===== src/rtl/cpu4_mc_datapath.sv =====
// Multicycle MIPS-subset core with one shared memory port. A three-process FSM
// sequences the PC/IR/A/B/ALUOUT/MDR datapath and the register file.
module cpu4_mc_datapath #(
    parameter logic [31:0] RESET_PC        = 32'h0000_0000,
    parameter bit          HALT_ON_ILLEGAL = 1'b1,
    parameter int          NREGS           = 32
) (
    input  logic        clk,
    input  logic        resetn,
    output logic        mem_req,
    output logic        mem_we,
    output logic [31:0] mem_addr,
    output logic [31:0] mem_wdata,
    input  logic [31:0] mem_rdata,
    input  logic        mem_ready,
    output logic [31:0] pc,
    output logic [3:0]  state,
    output logic        halted
);
    localparam int RIDX = $clog2(NREGS);

    typedef enum logic [3:0] {
        FETCH  = 4'd0,  DECODE = 4'd1,  MEMADR = 4'd2,  MEMRD  = 4'd3,
        MEMWB  = 4'd4,  MEMWR  = 4'd5,  EXEC   = 4'd6,  ALUWB  = 4'd7,
        BRANCH = 4'd8,  ADDIEX = 4'd9,  ADDIWB = 4'd10, JUMP   = 4'd11,
        HALT   = 4'd12
    } state_t;

    localparam logic [5:0] OP_R = 6'h00, OP_J = 6'h02, OP_BEQ = 6'h04,
                           OP_ADDI = 6'h08, OP_LW = 6'h23, OP_SW = 6'h2B;
    localparam logic [5:0] F_ADD = 6'h20, F_SUB = 6'h22, F_AND = 6'h24,
                           F_OR = 6'h25, F_SLT = 6'h2A;

    state_t cur, nxt;
    logic [31:0] ir, a, b, aluout, mdr, alu, simm, wr_data;
    logic [31:0] rf [NREGS];
    logic [5:0]  op, funct;
    logic [RIDX-1:0] rs, rt, rd, wr_idx;
    logic legal_r, wr_en;

    assign op      = ir[31:26];
    assign funct   = ir[5:0];
    assign rs      = ir[21 +: RIDX];
    assign rt      = ir[16 +: RIDX];
    assign rd      = ir[11 +: RIDX];
    assign simm    = {{16{ir[15]}}, ir[15:0]};
    assign legal_r = (funct == F_ADD) || (funct == F_SUB) || (funct == F_AND) ||
                     (funct == F_OR)  || (funct == F_SLT);
    assign state   = cur;
    assign halted  = (cur == HALT);

    always_ff @(posedge clk or negedge resetn) begin
        if (!resetn) cur <= FETCH;
        else         cur <= nxt;
    end

    always_comb begin
        nxt = cur;
        case (cur)
            FETCH:  if (mem_ready) nxt = DECODE;
            DECODE: begin
                nxt = HALT_ON_ILLEGAL ? HALT : FETCH;
                case (op)
                    OP_LW, OP_SW: nxt = MEMADR;
                    OP_R:    if (legal_r) nxt = EXEC;
                    OP_BEQ:  nxt = BRANCH;
                    OP_ADDI: nxt = ADDIEX;
                    OP_J:    nxt = JUMP;
                    default: ;
                endcase
            end
            MEMADR: nxt = (op == OP_LW) ? MEMRD : MEMWR;
            MEMRD:  if (mem_ready) nxt = MEMWB;
            MEMWR:  if (mem_ready) nxt = FETCH;
            EXEC:   nxt = ALUWB;
            ADDIEX: nxt = ADDIWB;
            MEMWB, ALUWB, ADDIWB, BRANCH, JUMP: nxt = FETCH;
            HALT:   nxt = HALT;
            default: nxt = FETCH;
        endcase
    end

    // Outputs depend on state and registers only; resetn gates the request.
    always_comb begin
        mem_req   = resetn && ((cur == FETCH) || (cur == MEMRD) || (cur == MEMWR));
        mem_we    = (cur == MEMWR);
        mem_addr  = (cur == FETCH) ? pc : aluout;
        mem_wdata = b;
    end

    always_comb begin
        case (funct)
            F_SUB:   alu = a - b;
            F_AND:   alu = a & b;
            F_OR:    alu = a | b;
            F_SLT:   alu = {31'b0, ($signed(a) < $signed(b))};
            default: alu = a + b;
        endcase
    end

    always_comb begin
        wr_en   = 1'b0;
        wr_idx  = rt;
        wr_data = aluout;
        case (cur)
            MEMWB:  begin wr_en = 1'b1; wr_data = mdr; end
            ALUWB:  begin wr_en = 1'b1; wr_idx = rd; end
            ADDIWB: wr_en = 1'b1;
            default: ;
        endcase
    end

    // Register 0 is never written, so it reads as zero forever after reset.
    always_ff @(posedge clk or negedge resetn) begin
        if (!resetn) begin
            for (int i = 0; i < NREGS; i++) rf[i] <= '0;
        end else if (wr_en && (wr_idx != '0)) begin
            rf[wr_idx] <= wr_data;
        end
    end

    always_ff @(posedge clk or negedge resetn) begin
        if (!resetn) begin
            pc     <= RESET_PC;
            ir     <= '0;
            a      <= '0;
            b      <= '0;
            aluout <= '0;
            mdr    <= '0;
        end else begin
            case (cur)
                FETCH: if (mem_ready) begin
                    ir <= mem_rdata;
                    pc <= pc + 32'd4;
                end
                DECODE: begin
                    a      <= rf[rs];
                    b      <= rf[rt];
                    aluout <= pc + {simm[29:0], 2'b00};
                end
                MEMADR, ADDIEX: aluout <= a + simm;
                MEMRD:  if (mem_ready) mdr <= mem_rdata;
                EXEC:   aluout <= alu;
                BRANCH: if (a == b) pc <= aluout;
                JUMP:   pc <= {pc[31:28], ir[25:0], 2'b00};
                default: ;
            endcase
        end
    end
endmodule


===== config.mk =====
export PLATFORM = sky130hd
export DESIGN_NAME = cpu4_mc_datapath
export DESIGN_NICKNAME = d
export VERILOG_FILES = /design/src/rtl/cpu4_mc_datapath.sv
export SDC_FILE = /design/constraint.sdc
export NUM_CORES = 2
export LEC_CHECK = 0
export CAP_MARGIN = 10
export CORE_UTILIZATION = 50
export CTS_CLUSTER_SIZE = 28
export DETAILED_ROUTE_END_ITERATION = 6
export PLACE_DENSITY = 0.65
export SKIP_CTS_REPAIR_TIMING = 1
export SLEW_MARGIN = 20
export SYNTH_ARGS = -nofsm -noshare
export SYNTH_HDL_FRONTEND = slang
export SYNTH_SLANG_ARGS = --single-unit

===== constraint.sdc =====
create_clock -name clk -period 4.1 [get_ports clk]
set_clock_uncertainty 0.1 [all_clocks]
set_input_delay 0.82 -clock clk [delete_from_list [all_inputs] [get_ports clk]]
set_output_delay 0.82 -clock clk [all_outputs]
set_load 0.03 [all_outputs]

Word-level counts from Yosys, hierarchy flattened
Cells that the tools add are included.

Bits in read-only memories: 0. Flip-flop bits (word level): 1220. Memories kept: 0. Latch bits: 0. Bits of input ports: 35. Bits in writable memories: 0. Logic and storage cells: 131.

Add/sub/neg operators: 5. Equal/unequal tests: 27. Bitwise operators: 6. Multiply operators: 0. Divide/modulo/power cells: 0. Mux-type cells: 25. Reductions and logical operators: 23. Shifts and indexed selects: 0. Order comparisons: 5.

Operators by type and width (number): $bwmux W1024 (1); $bmux W32 S5 (2); $mux W32 (9); $pmux W32 S3 (2); $demux W32 S5 (1); $pmux W32 S4 (1); $add A32 B32 Y32 (3); $eq A6 B6 Y1 const B (7); $add A32 B3 Y32 const B (1); $and A32 B32 Y32 (1); $eq A32 B32 Y1 (1); $lt A32 B32 Y1 (1); $or A32 B32 Y32 (1); $pmux W4 S8 (1); $sub A32 B32 Y32 (1); $eq A4 B4 Y1 const B (5); $pmux W4 S5 (1); $ge A6 B6 Y1 const B (3); $not A5 Y6 (3); $eq A4 B3 Y1 const B (4); $mux W4 (4); $eq A4 B2 Y1 const B (2); $eq A6 B2 Y1 const B (1); $eq A6 B3 Y1 const B (1); 21 further kinds (34).

Longest topological paths before layout
Depth in word-level cells: 8. Depth in mapped cells: 13. Depth with buffers taken out: 13.

Worst setup path before layout
OpenSTA, ideal clock, no wires.

Kind: flip-flop to flip-flop. Start: reg ir[15]. End: reg aluout[31]. Stages on the path, launching flop included: 12. Slack: 0.787 ns. Library setup time: 0.129 ns. Data required time: 3.871 ns. Data arrival time: 3.084 ns. Path buffers: 0. Cell sequence: dfrtp_1 ha_1 o21a_1 a21oi_1 nand2_1 a211o_1 a41oi_2 o21ai_1 a21boi_1 o21ai_0 and3_1 o41a_1.

Longest elaborated chain between the ends: 2. Elaborated cells between the ends (all ways): 3. Classes of those cells: 2 x add/sub; 1 x mux.

RTL lines: start, declared (RTL line 35) `logic [31:0] ir, a, b, aluout, mdr, alu, simm, wr_data;`; start signal, assigned (RTL line 133) `ir <= mem_rdata;`; $add A32 B32 Y32 (on tied branches) (RTL line 141, 139); $pmux W32 S3 (*) (RTL line 131) `case (cur)`; end signal, assigned (RTL line 139) `aluout <= pc + {simm[29:0], 2'b00};`; end signal, assigned (RTL line 141) `MEMADR, ADDIEX: aluout <= a + simm;`; end signal, assigned (RTL line 143) `EXEC: aluout <= alu;`; end, declared (RTL line 35).

Mark *: on every way between the ends. The rest lies on a longest branch, timed or not. A chain may end at the register's enable or synchronous reset.

Worst setup path after layout
Start: reg a[0]. End: reg aluout[30].

Longest elaborated chain between the ends: 3. Elaborated cells between the ends (all ways): 5. Classes of those cells: 3 x add/sub; 2 x mux.

RTL lines: start, declared (RTL line 35); start signal, assigned (RTL line 137) `a <= rf[rs];`; $add A32 B32 Y32 / $sub A32 B32 Y32 (equally long branches) (RTL line 97, 93); $pmux W32 S4 (RTL line 92) `case (funct)`; $pmux W32 S3 (*) (RTL line 131).

Marks and branches as above.

==> flow_metrics.py <==
metrics = {
    "layout": {
        "layout-drive-gt1-share_pct": 21.51,
        "fin_cells": 8184,
        "syn_to_final_growth_pct": 14.51,
        "final_cell_mix": "dfrtp_1, nor2_1, a21oi_1, mux4_2, nand2_1",
        "nNetsFinal": 6492,
        "fin_util_pct": 57.90,
        "fillCellCount": 11180,
        "final_cell_area_um2": 78640,
        "layout_commonest_cell": "dfrtp_1",
    },
    "power_and_ir_drop": {
        "switching_share_pct": 42.94,
        "power_density_nw_per_um2": 902.3,
        "seq_power_share_pct": 30.4,
        "irDropWorstVdd_uv": 552.1,
        "power_frac_clock_pct": 18.4,
        "internal-power_mw": 40.49,
        "comb_power_share_pct": 51.2,
        "p_total_mw": 70.95,
        "power_leakage_nw": 33.90,
        "power_switching_mw": 30.46,
    },
    "drt": {
        "maxUsedRoutingLayer": "met5",
        "dr_total_vias": 54050,
        "wl_met2_um": 110800,
        "postRouteAntennaNets": 0,
        "wire_per_inst_um": 29.09,
        "drtIter0Drc": 6339,
        "drt-met1-wl_um": 96140,
        "first_pass_iters": 6,
        "routed_wl_um": 238000,
        "viasPerCell": 6.604,
        "drcViolationCount": 0,
        "wl_met3_um": 20570,
    },
    "yosys": {
        "ys_seq_elements": 1220,
        "synth-main-ff-cell": "dfrtp_1",
        "synthesis.nets": 6523,
        "synth_edf_count": 0,
        "postSynthAreaPerCell_um2": 10.85,
        "yosys_warnings": 0,
        "synth_area_um2": 68670,
        "synth_cell_types": 89,
        "syn_inst": 6327,
        "synth_seq_area_share_pct": 44.46,
        "async_flop_share_pct": 100.0,
    },
    "grt": {
        "grt_pass1_wl_um": 354500,
        "antenna_found_initial": 11,
        "grt_pass1_vias": 53110,
        "grt_max_degree": 186,
        "track_usage_pct": 34.42,
        "grt.overflow.total": 0,
    },
    "setup_path": {
        "crit_required_ps": 4650,
        "worstPathArrival_ps": 4420,
        "worst_setup_path_start_kind": "flop",
        "crit_type": "reg2reg",
        "worstSetupEndpointType": "flop",
        "crit_fanout": 4,
    },
    "cts": {
        "cts_buffers": 137,
        "cts_tree": "done",
        "clock_sinks": 1220,
        "cts_root_buf": "clkbuf_16",
        "htreeDepth": 4,
        "path_clk_slew_ps": 60,
        "clk_latency_ps": 820,
        "cts_max_path_buffers": 3,
    },
    "timing": {
        "slew_headroom_pct": 26.91,
        "post-route-min-period_ps": 3876,
        "drv_slew": 0,
        "tightest_slew_ps": 1096,
        "timing.final.ws_setup_ps": 224.0,
        "hold_viol_final": 0,
        "fmax_mhz": 258.0,
        "min_period_over_period_pct": 94.54,
        "finalSetupViolCount": 0,
        "grt_setup_unrepaired": "false",
    },
    "floorplan": {
        "die_width_um": 372.6,
        "fp.dieH_um": 372.6,
        "core-area_um2": 135800,
        "io_pins": 138,
        "dieArea_um2": 138800,
        "rows": 135,
        "start_util_pct": 50.57,
    },
    "placement": {
        "dp.cells": 7935,
        "dp_hpwl_um": 159100,
        "place_area_um2": 73700,
        "gp_congestion": 0.9948,
        "numPortBuffers": 137,
        "pre_cts_ws_ps": 325.8,
    },
    "worst_hold_path": {
        "hold_path.class": "reg2reg",
    },
    "run_status": {
        "status": "completed",
    },
    "run": {
        "maxCapViolations": 0,
    },
}
[path summary, 6_finish.rpt]
path | startpoint | end | slack (ps) | cells after the start
max reg2reg | a[0] | aluout[30] | 220 | 13
min reg2reg | rf[1004] | rf[1004] | 290 | 0
max | a[0] | aluout[30] | 220 | 13
max in group asynchronous | resetn | rf[525] | 1980 | 3
min in group asynchronous | resetn | rf[695] | 480 | 2
min | rf[1004] | rf[1004] | 290 | 0
[registers in the layout, summed over array words and instances, names as in the netlist]
| register | count |
|---|---|
| a | 32 |
| aluout | 32 |
| ir | 32 |
| mdr | 32 |
| mem_wdata | 32 |
| pc | 32 |
| rf | 1024 |
| state | 4 |
[synth_stat cells, drive strengths merged, types with 27 or more instances]
master / n / area [um2]
a211oi: 30 / 247.7
a21o: 50 / 375.4
a21oi: 1068 / 5349
a221oi: 33 / 295.3
a31oi: 27 / 183.9
buf: 97 / 400.4
clkbuf: 497 / 1866
dfrtp: 1220 / 30530
ha: 157 / 1964
inv: 120 / 450.4
mux2: 97 / 1092
mux2i: 107 / 1071
mux4: 640 / 14410
nand2: 258 / 968.4
nand3: 36 / 190.2
nor2: 1103 / 4140
nor3: 54 / 280.3
o21ai: 329 / 1654
o21bai: 27 / 202.7
xnor2: 41 / 359.1
[power by group through the flow]
stage          combinational (mW)  clock (mW)  sequential, mW
4_1_cts                      35.9        13.2            21.4
3_3_place_gp                 35.3           0            21.2
6_report                     36.3        13.0            21.6
3_5_place_dp                 35.7           0            21.6
2_1_floorplan                24.3           0            19.6
5_1_grt                      38.6        13.6            22.1
[cells by family (layout without fill, tap and decap cells)]
logic type | count (synthesis) | after routing | share of synthesized area (%)
AO/OA/AOI/OAI | 1730 | 1730 | 14.15
AND/OR/NAND/NOR | 1598 | 1598 | 9.562
flip-flops | 1220 | 1220 | 44.46
multiplexers | 844 | 844 | 24.14
buffers and inverters | 715 | 789 | 3.961
adder cells (fa/ha/maj) | 161 | 161 | 2.977
XOR/XNOR | 59 | 59 | 0.7525
other | 0 | 2 | 0
[area by class of cell]
type                    count  area (um2)  area share [%]
clock inverters            62       892.1           1.134
repair buffers            424        4607           5.858
diodes                      2       5.005        0.006364
multi-input cells        4392       36010           45.80
flip-flops and latches   1220       30570           38.87
clock buffers             182        3870           4.921
inverters                 121       454.2          0.5776
well taps                1781        2228           2.834
[worst max-delay path, stage by stage, from the launching register on]
cell and delay [ps]:
dfrtp_1 430, ha_1 300, fa_1 450, a211oi_1 370, o211ai_1 170, a31oi_1 310, o21ai_1 220, buf_4 210
a31o_2 260, a31o_1 280, a31oi_1 260, xnor2_1 90, o21ai_1 160, o221ai_1 130
[stage by stage]
stage	setup TNS (ps)	hold slack (ps)
floorplan	0	341.3
global placement	0	276.3
detailed placement	0	283.3
CTS	-2701	-160.8
global route	0	306.8
finish	0	292.3
[routing by layer]
metal	vias to the layer above	GRT usage [%]
met5	-	0
met4	6	14.31
met3	577	6.097
met2	2740	53.58
met1	27620	47.91
li1	23100	-
No activity file was read; power rests on OpenSTA's default activity.
